--- src/rtl/mainfsm_ext_if.sv ---
// Control-bus bundle between instruction decoder, memory/multiplier handshakes
// and the datapath controls driven by mainfsm_ext.
interface mainfsm_ext_if;
    logic [1:0] Op;
    logic [5:0] Funct;
    logic       IsMul;
    logic       IsLink;
    logic       MemReady;
    logic       MulDone;

    logic       IRWrite;
    logic       AdrSrc;
    logic       NextPC;
    logic       RegW;
    logic       MemW;
    logic       Branch;
    logic       ALUOp;
    logic [1:0] ALUSrcA;
    logic [1:0] ALUSrcB;
    logic [1:0] ResultSrc;
    logic       MemReq;
    logic       MulStart;
    logic       LinkW;
    logic       Fault;
    logic [3:0] State;

    // Environment side: supplies decode fields and handshakes, observes controls.
    modport master (
        output Op, Funct, IsMul, IsLink, MemReady, MulDone,
        input  IRWrite, AdrSrc, NextPC, RegW, MemW, Branch, ALUOp,
        input  ALUSrcA, ALUSrcB, ResultSrc, MemReq, MulStart, LinkW, Fault, State
    );

    // Controller side.
    modport slave (
        input  Op, Funct, IsMul, IsLink, MemReady, MulDone,
        output IRWrite, AdrSrc, NextPC, RegW, MemW, Branch, ALUOp,
        output ALUSrcA, ALUSrcB, ResultSrc, MemReq, MulStart, LinkW, Fault, State
    );
endinterface

--- src/rtl/mainfsm_ext.sv ---
// Multicycle main control FSM with memory wait states, multiply path,
// branch-with-link and a stall watchdog that traps into a sticky FAULT state.
module mainfsm_ext #(
    parameter logic        WAIT_EN  = 1'b1,
    parameter logic        MUL_EN   = 1'b1,
    parameter int unsigned WDOG_W   = 4,
    parameter int unsigned MAX_WAIT = 15
) (
    input logic         clk,
    input logic         reset,
    mainfsm_ext_if.slave bus
);

    typedef enum logic [3:0] {
        FETCH    = 4'd0,
        DECODE   = 4'd1,
        MEMADR   = 4'd2,
        MEMRD    = 4'd3,
        MEMWB    = 4'd4,
        MEMWR    = 4'd5,
        EXECUTER = 4'd6,
        EXECUTEI = 4'd7,
        ALUWB    = 4'd8,
        BRANCH   = 4'd9,
        MULSTART = 4'd10,
        MULWAIT  = 4'd11,
        MULWB    = 4'd12,
        FAULT    = 4'd13
    } state_t;

    localparam logic [WDOG_W-1:0] MAX_W = WDOG_W'(MAX_WAIT);

    state_t            state;
    state_t            nxt;
    logic [WDOG_W-1:0] wcnt;
    logic              fault_q;
    logic              ready;
    logic              stall;
    logic              unused_funct;

    assign unused_funct = ^bus.Funct[4:1];

    always_comb begin
        ready = (WAIT_EN != 1'b0) ? bus.MemReady : 1'b1;
    end

    always_comb begin
        nxt   = state;
        stall = 1'b0;
        case (state)
            FETCH: begin
                stall = !ready;
                if (ready) nxt = DECODE;
            end
            DECODE: begin
                case (bus.Op)
                    2'b00: begin
                        if (bus.IsMul && (MUL_EN != 1'b0)) nxt = MULSTART;
                        else if (bus.IsMul)                nxt = FAULT;
                        else if (bus.Funct[5])             nxt = EXECUTEI;
                        else                               nxt = EXECUTER;
                    end
                    2'b01:   nxt = MEMADR;
                    2'b10:   nxt = BRANCH;
                    default: nxt = FAULT;
                endcase
            end
            MEMADR:   nxt = bus.Funct[0] ? MEMRD : MEMWR;
            MEMRD: begin
                stall = !ready;
                if (ready) nxt = MEMWB;
            end
            MEMWR: begin
                stall = !ready;
                if (ready) nxt = FETCH;
            end
            EXECUTER, EXECUTEI:          nxt = ALUWB;
            ALUWB, MEMWB, BRANCH, MULWB: nxt = FETCH;
            MULSTART:                    nxt = MULWAIT;
            MULWAIT: begin
                stall = !bus.MulDone;
                if (bus.MulDone) nxt = MULWB;
            end
            FAULT:   nxt = FAULT;
            default: nxt = FAULT;
        endcase
        // A completing handshake on the limit cycle clears stall, so it wins.
        if (stall && (wcnt == MAX_W)) nxt = FAULT;
    end

    always_ff @(posedge clk or negedge reset) begin
        if (!reset) begin
            state   <= FETCH;
            wcnt    <= '0;
            fault_q <= 1'b0;
        end else begin
            state <= nxt;
            if (nxt != state)
                wcnt <= '0;
            else if (stall && (wcnt != '1))
                wcnt <= wcnt + 1'b1;
            if (nxt == FAULT)
                fault_q <= 1'b1;
        end
    end

    // Controls are decoded from state plus live handshakes and gated by the
    // asynchronous reset, so an aborted access drops its strobes immediately.
    always_comb begin
        bus.IRWrite   = 1'b0;
        bus.AdrSrc    = 1'b0;
        bus.NextPC    = 1'b0;
        bus.RegW      = 1'b0;
        bus.MemW      = 1'b0;
        bus.Branch    = 1'b0;
        bus.ALUOp     = 1'b0;
        bus.ALUSrcA   = '0;
        bus.ALUSrcB   = '0;
        bus.ResultSrc = '0;
        bus.MemReq    = 1'b0;
        bus.MulStart  = 1'b0;
        bus.LinkW     = 1'b0;
        if (reset) begin
            case (state)
                FETCH: begin
                    bus.MemReq    = 1'b1;
                    bus.IRWrite   = ready;
                    bus.NextPC    = ready;
                    bus.ALUSrcA   = 2'b01;
                    bus.ALUSrcB   = 2'b10;
                    bus.ResultSrc = 2'b10;
                end
                DECODE: begin
                    bus.ALUSrcA   = 2'b01;
                    bus.ALUSrcB   = 2'b10;
                    bus.ResultSrc = 2'b10;
                end
                EXECUTER: bus.ALUOp = 1'b1;
                EXECUTEI: begin
                    bus.ALUSrcB = 2'b01;
                    bus.ALUOp   = 1'b1;
                end
                ALUWB: bus.RegW = 1'b1;
                MEMADR: bus.ALUSrcB = 2'b01;
                MEMRD: begin
                    bus.MemReq = 1'b1;
                    bus.AdrSrc = 1'b1;
                end
                MEMWR: begin
                    bus.MemReq = 1'b1;
                    bus.AdrSrc = 1'b1;
                    bus.MemW   = 1'b1;
                end
                MEMWB: begin
                    bus.RegW      = 1'b1;
                    bus.ResultSrc = 2'b01;
                end
                BRANCH: begin
                    bus.Branch    = 1'b1;
                    bus.ALUSrcB   = 2'b01;
                    bus.ResultSrc = 2'b10;
                    bus.LinkW     = bus.IsLink;
                end
                MULSTART: bus.MulStart = 1'b1;
                MULWB: begin
                    bus.RegW      = 1'b1;
                    bus.ResultSrc = 2'b11;
                end
                default: ;
            endcase
        end
        bus.Fault = reset & fault_q;
        bus.State = reset ? state : '0;
    end

endmodule

--- src/flat_wrapper.sv ---
// flat-port wrapper written by rule: the top's interface ports become plain ports
module mainfsm_ext_flat 
#(
    parameter logic        WAIT_EN  = 1'b1,
    parameter logic        MUL_EN   = 1'b1,
    parameter int unsigned WDOG_W   = 4,
    parameter int unsigned MAX_WAIT = 15
)
  (clk, reset, bus_Op, bus_Funct, bus_IsMul, bus_IsLink, bus_MemReady, bus_MulDone, bus_IRWrite, bus_AdrSrc, bus_NextPC, bus_RegW, bus_MemW, bus_Branch, bus_ALUOp, bus_ALUSrcA, bus_ALUSrcB, bus_ResultSrc, bus_MemReq, bus_MulStart, bus_LinkW, bus_Fault, bus_State);
  mainfsm_ext_if bus_i ();
  input logic clk;
  input logic reset;
  input wire logic [$bits(bus_i.Op)-1:0] bus_Op;
  input wire logic [$bits(bus_i.Funct)-1:0] bus_Funct;
  input wire logic [$bits(bus_i.IsMul)-1:0] bus_IsMul;
  input wire logic [$bits(bus_i.IsLink)-1:0] bus_IsLink;
  input wire logic [$bits(bus_i.MemReady)-1:0] bus_MemReady;
  input wire logic [$bits(bus_i.MulDone)-1:0] bus_MulDone;
  output wire logic [$bits(bus_i.IRWrite)-1:0] bus_IRWrite;
  output wire logic [$bits(bus_i.AdrSrc)-1:0] bus_AdrSrc;
  output wire logic [$bits(bus_i.NextPC)-1:0] bus_NextPC;
  output wire logic [$bits(bus_i.RegW)-1:0] bus_RegW;
  output wire logic [$bits(bus_i.MemW)-1:0] bus_MemW;
  output wire logic [$bits(bus_i.Branch)-1:0] bus_Branch;
  output wire logic [$bits(bus_i.ALUOp)-1:0] bus_ALUOp;
  output wire logic [$bits(bus_i.ALUSrcA)-1:0] bus_ALUSrcA;
  output wire logic [$bits(bus_i.ALUSrcB)-1:0] bus_ALUSrcB;
  output wire logic [$bits(bus_i.ResultSrc)-1:0] bus_ResultSrc;
  output wire logic [$bits(bus_i.MemReq)-1:0] bus_MemReq;
  output wire logic [$bits(bus_i.MulStart)-1:0] bus_MulStart;
  output wire logic [$bits(bus_i.LinkW)-1:0] bus_LinkW;
  output wire logic [$bits(bus_i.Fault)-1:0] bus_Fault;
  output wire logic [$bits(bus_i.State)-1:0] bus_State;
  assign bus_i.Op = bus_Op;
  assign bus_i.Funct = bus_Funct;
  assign bus_i.IsMul = bus_IsMul;
  assign bus_i.IsLink = bus_IsLink;
  assign bus_i.MemReady = bus_MemReady;
  assign bus_i.MulDone = bus_MulDone;
  assign bus_IRWrite = bus_i.IRWrite;
  assign bus_AdrSrc = bus_i.AdrSrc;
  assign bus_NextPC = bus_i.NextPC;
  assign bus_RegW = bus_i.RegW;
  assign bus_MemW = bus_i.MemW;
  assign bus_Branch = bus_i.Branch;
  assign bus_ALUOp = bus_i.ALUOp;
  assign bus_ALUSrcA = bus_i.ALUSrcA;
  assign bus_ALUSrcB = bus_i.ALUSrcB;
  assign bus_ResultSrc = bus_i.ResultSrc;
  assign bus_MemReq = bus_i.MemReq;
  assign bus_MulStart = bus_i.MulStart;
  assign bus_LinkW = bus_i.LinkW;
  assign bus_Fault = bus_i.Fault;
  assign bus_State = bus_i.State;
  mainfsm_ext #(.WAIT_EN(WAIT_EN), .MUL_EN(MUL_EN), .WDOG_W(WDOG_W), .MAX_WAIT(MAX_WAIT)) u_core (.clk(clk), .reset(reset), .bus(bus_i));
endmodule
--- config.mk ---
export PLATFORM = sky130hd
export DESIGN_NAME = mainfsm_ext_flat
export DESIGN_NICKNAME = d
export VERILOG_FILES = /design/src/rtl/mainfsm_ext_if.sv /design/src/rtl/mainfsm_ext.sv /design/src/flat_wrapper.sv
export SDC_FILE = /design/constraint.sdc
export NUM_CORES = 1
export LEC_CHECK = 0
export ABC_AREA = 0
export CAP_MARGIN = 40
export CORE_UTILIZATION = 40
export DETAILED_ROUTE_END_ITERATION = 10
export PLACE_DENSITY_LB_ADDON = 0.2
export SETUP_SLACK_MARGIN = 0.3
export SKIP_LAST_GASP = 1
export SYNTH_ARGS = -nofsm -noshare
export SYNTH_HDL_FRONTEND = slang
export SYNTH_SLANG_ARGS = --single-unit
export TNS_END_PERCENT = 100
--- constraint.sdc ---
create_clock -name clk -period 3.95 [get_ports clk]
set_clock_uncertainty 0.15 [all_clocks]
set_input_delay 0.79 -clock clk [delete_from_list [all_inputs] [get_ports clk]]
set_output_delay 0.79 -clock clk [all_outputs]
set_load 0.05 [all_outputs]
==> results.sh <==
export IMPL_power_net_switching_uw=51.6
export IMPL_final_common_cell="buf_4"
export IMPL_io_pins=35
export IMPL_cp_max_fo=7
export IMPL_netSwitchingFraction_pct=26.1
export IMPL_r2r_end="u_core.wcnt[2]"
export IMPL_wl_met3_um=195
export IMPL_synth_async_reset_ratio_pct=100
export IMPL_crit_chain="clkdlybuf4s50_1 -> inv_1 -> nor4_2 -> buf_12"
export IMPL_synth_nets=152
export IMPL_core_area_um2=2320
export IMPL_min_path_type="register to register"
export IMPL_fin_setup_tns_ns=0
export IMPL_drt_met1_wl_um=1240
export IMPL_postCtsHoldBufs=0
export IMPL_cp_data_required_time_ns=3.01
export IMPL_power_frac_comb_pct=18.5
export IMPL_initial_utilization_pct=44.1
export IMPL_worst_slew_pin_transition_ns=0.907
export IMPL_p_int_uw=146
export IMPL_placementRows=17
export IMPL_gp_congestion=0.875
export IMPL_synth_compound_area_share_pct=27.1
export IMPL_slew_headroom_pct=39.5
export IMPL_cts_setup_buffers=0
export IMPL_synth_cells=137
export IMPL_gr_total_overflow=0
export IMPL_antenna_found_initial=0
export IMPL_wire_per_inst_um=14.3
export IMPL_setup_viol=0
export IMPL_synth_area_mux_share_pct=3.42
export IMPL_yosysWarnings=0
export IMPL_slowest_delay_ns=0.62
export IMPL_period_share_pct=80.9
export IMPL_io_buffers=29
export IMPL_p_leak_nw=0.571
export IMPL_stdcell_count=189
export IMPL_viasPerCell=5.80
export IMPL_dr_total_vias=1096
export IMPL_peakVddDrop_mv=0.120
export IMPL_final_nets=177
export IMPL_synth_xor_area_share_pct=3.42
export IMPL_die_h_um=52.6
export IMPL_synthesis_area_um2=1020
export IMPL_synthAdderAreaFrac_pct=1.22
export IMPL_dp_hpwl_um=1930
export IMPL_seqCellArea_um2=225
export IMPL_ant_nets=0
export IMPL_numCtsBuffers=3
export IMPL_wl_met2_um=1240
export IMPL_ff2ff_setup_slack_ns=1.25
export IMPL_synthSimpleGateAreaFrac_pct=33.4
export IMPL_crit_path_start_kind="input port"
export IMPL_grt_max_degree=29
export IMPL_finalHoldViolCount=0
export IMPL_htreeDepth=1
export IMPL_drive_gt1_share_pct=20.5
export IMPL_startpoint="bus_MemReady"
export IMPL_first_pass_iters=4
export IMPL_fmax_mhz=313
export IMPL_yosysUniqueCellTypes=47
export IMPL_grt_pass1_wl_um=4670
export IMPL_clkTransAtPathRegs_ns=0.06
export IMPL_ys_seq_area_share_pct=22.0
export IMPL_n_fill_cell=216
export IMPL_grtUsageTotal_pct=22.4
export IMPL_final_cell_mix="buf_4 (18), a21oi_1 (12), nor2_1 (12)"
export IMPL_yosysTopAreaCell="dfrtp_1"
export IMPL_multi_input_area_um2=712
export IMPL_rsz0062_at_grt="no"
export IMPL_syn_avg_cell_area_um2=7.47
export IMPL_min_period_ns=3.20
export IMPL_maxCapViolCount=0
export IMPL_finalMaxSlewViolations=0
export IMPL_cts_tree="yes"
export IMPL_place_inst=185
export IMPL_clock_sinks=9
export IMPL_diodes=0
export IMPL_ys_flop_type="dfrtp_1"
export IMPL_r2r_worst_path_cells=6
export IMPL_clkPwrFrac_pct=34.9
export IMPL_clkLatencyLatePin_ns=0.26
export IMPL_die_w_um=52.6
export IMPL_status="finished clean"
export IMPL_ys_ff_latch=9
export IMPL_slowest_stage="clkdlybuf4s50_1"
export IMPL_drt_wl_total_um=2700
export IMPL_cp_endpoint="bus_IRWrite"
export IMPL_critical_path_endpoint_type="output port"
export IMPL_route_detailed_drc=0
export IMPL_cp_arrival_ns=2.26
export IMPL_area_delta_synth_final_pct=31.5
export IMPL_grt_pass1_vias=1047
export IMPL_yosys_top_cells_area="dfrtp_1 (22%), a21oi_1 (5.9%), nor3_1 (4.4%), nor2_1 (4.4%), nand2_1 (4.0%)"
export IMPL_synth_edf_count=0
export IMPL_critical_path_class="input port to output port"
export IMPL_die_area_um2=2770
export IMPL_top_layer="met4"
export IMPL_cts_resized=0
export IMPL_drtIter0Drc=43
export IMPL_synth_top_area_share_pct=22.0
export IMPL_pwr_share_seq_pct=46.6
export IMPL_cts_path_max_buffers=2
export IMPL_synth_top_family_by_area="simple AND/OR/NAND/NOR gates"
export IMPL_p_per_area_nw_per_um2=147
export IMPL_cts_root_buffer="clkbuf_4"
export IMPL_r2r_start="u_core.state[2]"
[metrics by stage]
step	cell area, µm²	power [mW]	setup WS [ns]	hold slack [ns]	utilization, %
after floorplan	1030	0.112	0.441	0.270	-
after global placement	1320	0.130	0.763	0.287	56.9
after detailed placement	1320	0.130	0.770	0.300	56.9
after CTS	1350	0.201	0.752	0.322	58.1
after global routing	1350	0.210	0.673	0.326	58.1
final	1350	0.198	0.754	0.325	58.1
[cells in the mapped netlist (3+ instances only)]
cell type and number:
nor2_1 12, nand2_1 11, nor3_1 9, buf_4 4, nand3_1 3, nand2b_1 3
clkbuf_1 4, o21ai_0 8, xor2_1 3, and2_1 5, and3_1 3, dfrtp_1 9
a21oi_1 12, nor2b_1 6, inv_1 6
[cell type report]
cell class	instances	area share, %
clock buffer	4	1.95
tap	28	2.60
multi-input combinational	110	52.9
inverter	6	1.67
timing repair buffer	32	24.2
sequential	9	16.7
[layer usage]
| metal | up-vias | GRT usage (%) |
|---|---|---|
| li1 | 539 | - |
| met3 | 2 | 3.19 |
| met2 | 54 | 35.9 |
| met1 | 501 | 31.1 |
| met5 | - | 0 |
| met4 | 0 | 5.70 |
[power groups by stage]
stage                     Sequential [mW]  Clock (mW)  Combinational (mW)
final                              0.0922      0.0689              0.0366
after global routing               0.0921      0.0788              0.0389
after floorplan                    0.0939           0              0.0182
after CTS                          0.0922      0.0724              0.0367
after detailed placement           0.0939           0              0.0363
after global placement             0.0939           0              0.0357
[how the worst min path moves through the flow]
stage	start	endpoint	slack, ns	cells after the start
2_1_floorplan	u_core.fault_q	u_core.fault_q	0.27	1
3_3_place_gp	u_core.fault_q	u_core.fault_q	0.29	1
3_5_place_dp	u_core.fault_q	u_core.fault_q	0.30	1
4_1_cts	u_core.fault_q	u_core.fault_q	0.32	1
5_1_grt	u_core.fault_q	u_core.fault_q	0.33	1
6_report	u_core.fault_q	u_core.fault_q	0.33	1
[sequential cells by signal, indices dropped and copies added, names as in the netlist]
register / flops
u_core.state: 4
u_core.wcnt: 4
u_core.fault_q: 1
[critical path: cells and delay by family]
kind          cells  cell delay [ns]
buf+inv           3             0.96
simple gates      1             0.50
[cells by family (layout without fill, tap and decap cells)]
kind of cell,Yosys count,count (layout)
and+or+nand+nor,63,63
AOI/OAI and AO/OA,38,38
buffers and inverters,18,42
DFF,9,9
xor gates and xnor gates,4,4
muxes,3,3
adders and majority gates,1,1
other,1,1
No activity file was read; power rests on OpenSTA's default activity.
==> RTL change 1 (config.mk and constraints unchanged) <==
Reset style: synchronous (`reset`), changed in one clocked block. Comments in the files are not updated.
--- a/src/rtl/mainfsm_ext.sv
+++ b/src/rtl/mainfsm_ext.sv
@@ -90,3 +90,3 @@
 
-    always_ff @(posedge clk or negedge reset) begin
+    always_ff @(posedge clk) begin
         if (!reset) begin
Formal check against the unedited RTL: same outputs for any inputs over 10 cycles, from zero or initial values and one cycle with reset low; that may be too few to reach the edited logic, so the function may still have changed.
==> RTL change 1 against the original RTL <==
- register-to-register slack got worse by 120 ps
- synthesized area fell by 4.3%
- critical endpoint is now bus_ALUSrcA[0]
- cell area fell by 6.7%
- global-route usage fell by 2.1 points
- worst setup slack got worse by 320 ps
- routed wire length fell by 13%
- sequential cell count did not move
- fmax fell by 9.2%
- count of clock-buffer cells in the layout did not move
Power is not compared: it rests on default switching activity, and its combinational part moved more than twofold at a synthesized area within 25%.
==> RTL change 1: results (changes against the original RTL) <==
diode count 0 (unchanged); Lkg Pwr 0.000519 uW; Initial Util 0.435 (was 0.441); Post-Route WL 2.35 mm (was 2.70 mm); Max VDD drop 0.000238 V; clock tree buffer depth 2 (unchanged); gr usage total 0.203 (was 0.224); routability cong. 0.824 (was 0.875); Clock Latency Late Sink 260 ps (about the same); crit path max-delay cell type clkdlybuf4s50_1 (unchanged); Routed WL per cell 13.1 um (was 14.3 um); post-synthesis sequential area ratio 0.184 (was 0.220); Port Buf Inserts 29 (unchanged); largest net degree at the start of global routing 26 (was 29); vias per cell 5.72 (was 5.80); share of layout cells above drive strength 1 0.158 (was 0.205); clock slew at reported path FFs 60 ps (about the same); Sw Share 0.425; outcome finished, final reports clean (unchanged); crit-path max FO 15 (was 7); antenna violations before repair 0 (unchanged); vias in the first global route 929 (was 1,047); Slowest Stage Delay on Critical Path 810 ps (was 620 ps); cts repair resizes 0 (unchanged); Post-DP Area 0.00123 mm^2 (was 0.00132 mm^2); Syn Nets 145 (was 152); initial drt markers 16 (was 43); Ys Warns 0 (unchanged); CTS root buf clkbuf_4 (unchanged); Regs by FF count u_core.state (4), u_core.wcnt (4), u_core.fault_q (1) (unchanged); Mean Syn Cell Area 7.54 um^2 (was 7.47 um^2); CTS Buf Count 3 (unchanged); H-tree depth 1 (unchanged); worst-margin pin slew 829 ps (was 907 ps); area leader, netlist dfxtp_1 (was dfrtp_1); Synth area leaders dfxtp_1 18%, nor3_1 6.1%, and3_1 4.5% (was dfrtp_1 22%, a21oi_1 5.9%, nor3_1 4.4%); CP top delay family buffers and inverters (unchanged); DRT Pass-1 Iters 4 (unchanged); Fill cells 227 (was 216); synth cell count leaders 12 x nor3_1, 9 x dfxtp_1, 8 x a21oi_1, 8 x nand2_1, 7 x and3_1 (was 12 x a21oi_1, 12 x nor2_1, 11 x nand2_1); nets@finish 168 (was 177); Setup Fix Bufs, Post-CTS 0 (unchanged); Post-DP HPWL 1.69 mm (was 1.93 mm); post-synthesis cell type count 50 (was 47); Critical Path AT 2580 ps (was 2260 ps); global-route wire length before repair 4.10 mm (was 4.67 mm); ys async rst share 0 (was 1.00); hold crit path type reg2reg (unchanged)
[RTL change 1: kinds of logic after synthesis]
group | Yosys count | synth area share
buf+inv | 16 | 0.0894
other cells | 1 | 0.00383
flops | 9 | 0.184
fa+ha+maj | 1 | 0.0128
simple gates | 67 | 0.430
compound gates | 28 | 0.204
xor+xnor | 5 | 0.0447
mux | 3 | 0.0307
[RTL change 1: cell type report]
type	count	area (um^2)	share of cell area
Clock buffer	4	26.3	0.0209
Inverter	3	11.3	0.00896
Multi-Input combinational cell	105	718	0.572
Sequential cell	9	180	0.143
Tap cell	28	35.0	0.0279
Timing Repair Buffer	31	285	0.227
[RTL change 1: worst paths after layout]
kind,from,endpoint,slack [ps],cells past startpoint
max,reset,bus_ALUSrcA[0],430,3
min,u_core.fault_q,u_core.fault_q,380,2
max reg2reg,u_core.state[2],u_core.wcnt[2],1130,6
min reg2reg,u_core.fault_q,u_core.fault_q,380,2
[RTL change 1: worst min-delay path: cells and delay by family (launching register included)]
family           cells  cell delay [ps]
AND/OR/NAND/NOR      1              130
AO/OA/AOI/OAI        1               80
flip-flops           1              300
[RTL change 1: power by group through the flow]
stage | logic [uW] | registers, uW | clock network, uW
global route | 194 | 116 | 78.4
detailed placement | 180 | 115 | 0
CTS | 181 | 113 | 71.0
finish | 181 | 114 | 70.1
global placement | 178 | 115 | 0
floorplan | 150 | 102 | 0
[RTL change 1: metal layers]
| layer | global-route usage | share of wire |
|---|---|---|
| met5 | 0 | 0 |
| met4 | 0.0541 | 0.011 |
| met3 | 0.0497 | 0.069 |
| met2 | 0.348 | 0.44 |
| met1 | 0.250 | 0.48 |
[RTL change 1: metrics by stage]
step	worst slack [ps]	util
3_5_place_dp	410	0.544
4_1_cts	389	0.556
2_1_floorplan	640	-
3_3_place_gp	412	0.544
5_1_grt	324	0.557
6_report	433	0.557
==> RTL change 2 (config.mk and constraints unchanged) <==
Made on the original files. `WDOG_W` is set to 4 in 2 places; all go to 6.
--- a/src/rtl/mainfsm_ext.sv
+++ b/src/rtl/mainfsm_ext.sv
@@ -5,3 +5,3 @@
     parameter logic        MUL_EN   = 1'b1,
-    parameter int unsigned WDOG_W   = 4,
+    parameter int unsigned WDOG_W   = 6,
     parameter int unsigned MAX_WAIT = 15
--- a/src/flat_wrapper.sv
+++ b/src/flat_wrapper.sv
@@ -5,3 +5,3 @@
     parameter logic        MUL_EN   = 1'b1,
-    parameter int unsigned WDOG_W   = 4,
+    parameter int unsigned WDOG_W   = 6,
     parameter int unsigned MAX_WAIT = 15
Check against the original RTL: no difference found for any inputs over 10 cycles, from zero or initial values and one cycle with reset low; that may be too few to reach the edited logic, so the function may still have changed.
==> RTL change 2 against the original RTL <==
- routed wire length fell by 2.0%
- sequential cell count rose by 2
- critical path type unchanged
- worst setup slack improved by 66 ps
- hold slack got worse by 6.1 ps
- cell area rose by 7.2%
- largest cell class unchanged
- fmax rose by 2.1%
- synthesized area rose by 7.0%
- utilization fell by 0.83 points
- register-to-register slack improved by 330 ps
Power is left out: it rests on default switching activity, and per cell area and clock period it moved more than threefold.
==> RTL change 2: results (changes against the original RTL) <==
outcome finished, final reports clean (unchanged); worst rel slew slack 0.550 (was 0.395); global-route wire length before repair 4.21 mm (was 4.67 mm); Synth area leaders dfrtp_1 25%, a21oi_1 5.9%, nand2_1 5.8% (was dfrtp_1 22%, a21oi_1 5.9%, nor3_1 4.4%); post-synthesis sequential area ratio 0.251 (was 0.220); worst r2r path cells 4 (was 6); post-synthesis cell type count 42 (was 47); final setup fails 0 (unchanged); Post-Route WL 2.64 mm (was 2.70 mm); post-synthesis xor/xnor area fraction 0.0320 (was 0.0342); Period minus WS final 3130 ps (was 3200 ps); most common cell after layout, fill and taps aside nand2_1 (was buf_4); vias in the first global route 918 (was 1,047); Synth Area in Adders 0.0114 (was 0.0122); worst slack, placed 792 ps (was 770 ps); Syn Nets 155 (was 152); routability cong. 0.812 (was 0.875); initial drt markers 20 (was 43); reg2reg setup slack 1580 ps (was 1250 ps); Post-DP HPWL 2.01 mm (was 1.93 mm); Critical Path AT 2190 ps (was 2260 ps); largest net degree at the start of global routing 23 (was 29); crit-path max FO 22 (was 7); synth cell count leaders 17 x nand2_1, 13 x a21oi_1, 11 x dfrtp_1 (was 12 x a21oi_1, 12 x nor2_1, 11 x nand2_1); Synth Area in Compound Gates 0.241 (was 0.271); share of layout cells above drive strength 1 0.204 (was 0.205); vias per cell 5.61 (was 5.80); Regs by FF count u_core.wcnt (6), u_core.state (4), u_core.fault_q (1) (was u_core.state (4), u_core.wcnt (4), u_core.fault_q (1)); gr usage total 0.195 (was 0.224)
## RTL change 2: cell types whose count changed in the layout (fill, tap and decap cells not counted), moves of 3 or more
| cell | before | now |
|---|---|---|
| nand2_1 | 11 | 17 |
| nor3_1 | 9 | 3 |
| buf_4 | 18 | 13 |
| o21ai_0 | 8 | 3 |
| a21boi_0 | 0 | 4 |
| buf_12 | 5 | 8 |
| mux2i_1 | 2 | 5 |
| nor2_1 | 12 | 9 |
## RTL change 2: cell families (layout without fill, tap and decap cells)
family	after synthesis	in the layout
other	1	1
and+or+nand+nor	66	66
DFF	11	11
adders and majority gates	1	1
xor gates and xnor gates	4	4
muxes	6	6
buffers and inverters	17	39
AOI/OAI and AO/OA	34	34
## RTL change 2: cell type report
type                       instances  area, um^2
sequential                        11         275
tap                               30        37.5
inverter                           5        18.8
fill                             239        1080
timing repair buffer              30         348
multi-input combinational        112         738
clock buffer                       4        26.3
## RTL change 2: metrics by stage
step           instance area [um^2]  std cells
2_1_floorplan                  1090        140
3_3_place_gp                   1420        188
3_5_place_dp                   1420        188
4_1_cts                        1440        192
5_1_grt                        1440        192
6_report                       1440        192
## RTL change 2: final timing paths
check,from,to
max reg2reg,u_core.state[2],u_core.state[2]
max,reset,bus_MulStart
min reg2reg,u_core.fault_q,u_core.fault_q
min,u_core.fault_q,u_core.fault_q
max in group asynchronous,reset,u_core.state[0]
min in group asynchronous,reset,u_core.wcnt[3]
## RTL change 2: routing by layer
metal	GRT usage	up-vias	wire, um
met3	0.0333	2	101
met2	0.305	23	1180
li1	-	546	-
met5	0	-	0
met4	0.0256	0	6
met1	0.284	507	1360
## RTL change 2: worst max-delay path: stages
cell and delay, ps:
clkdlybuf4s50_1 510, buf_4 270, nand2_1 100, nor3_1 340, buf_12 180
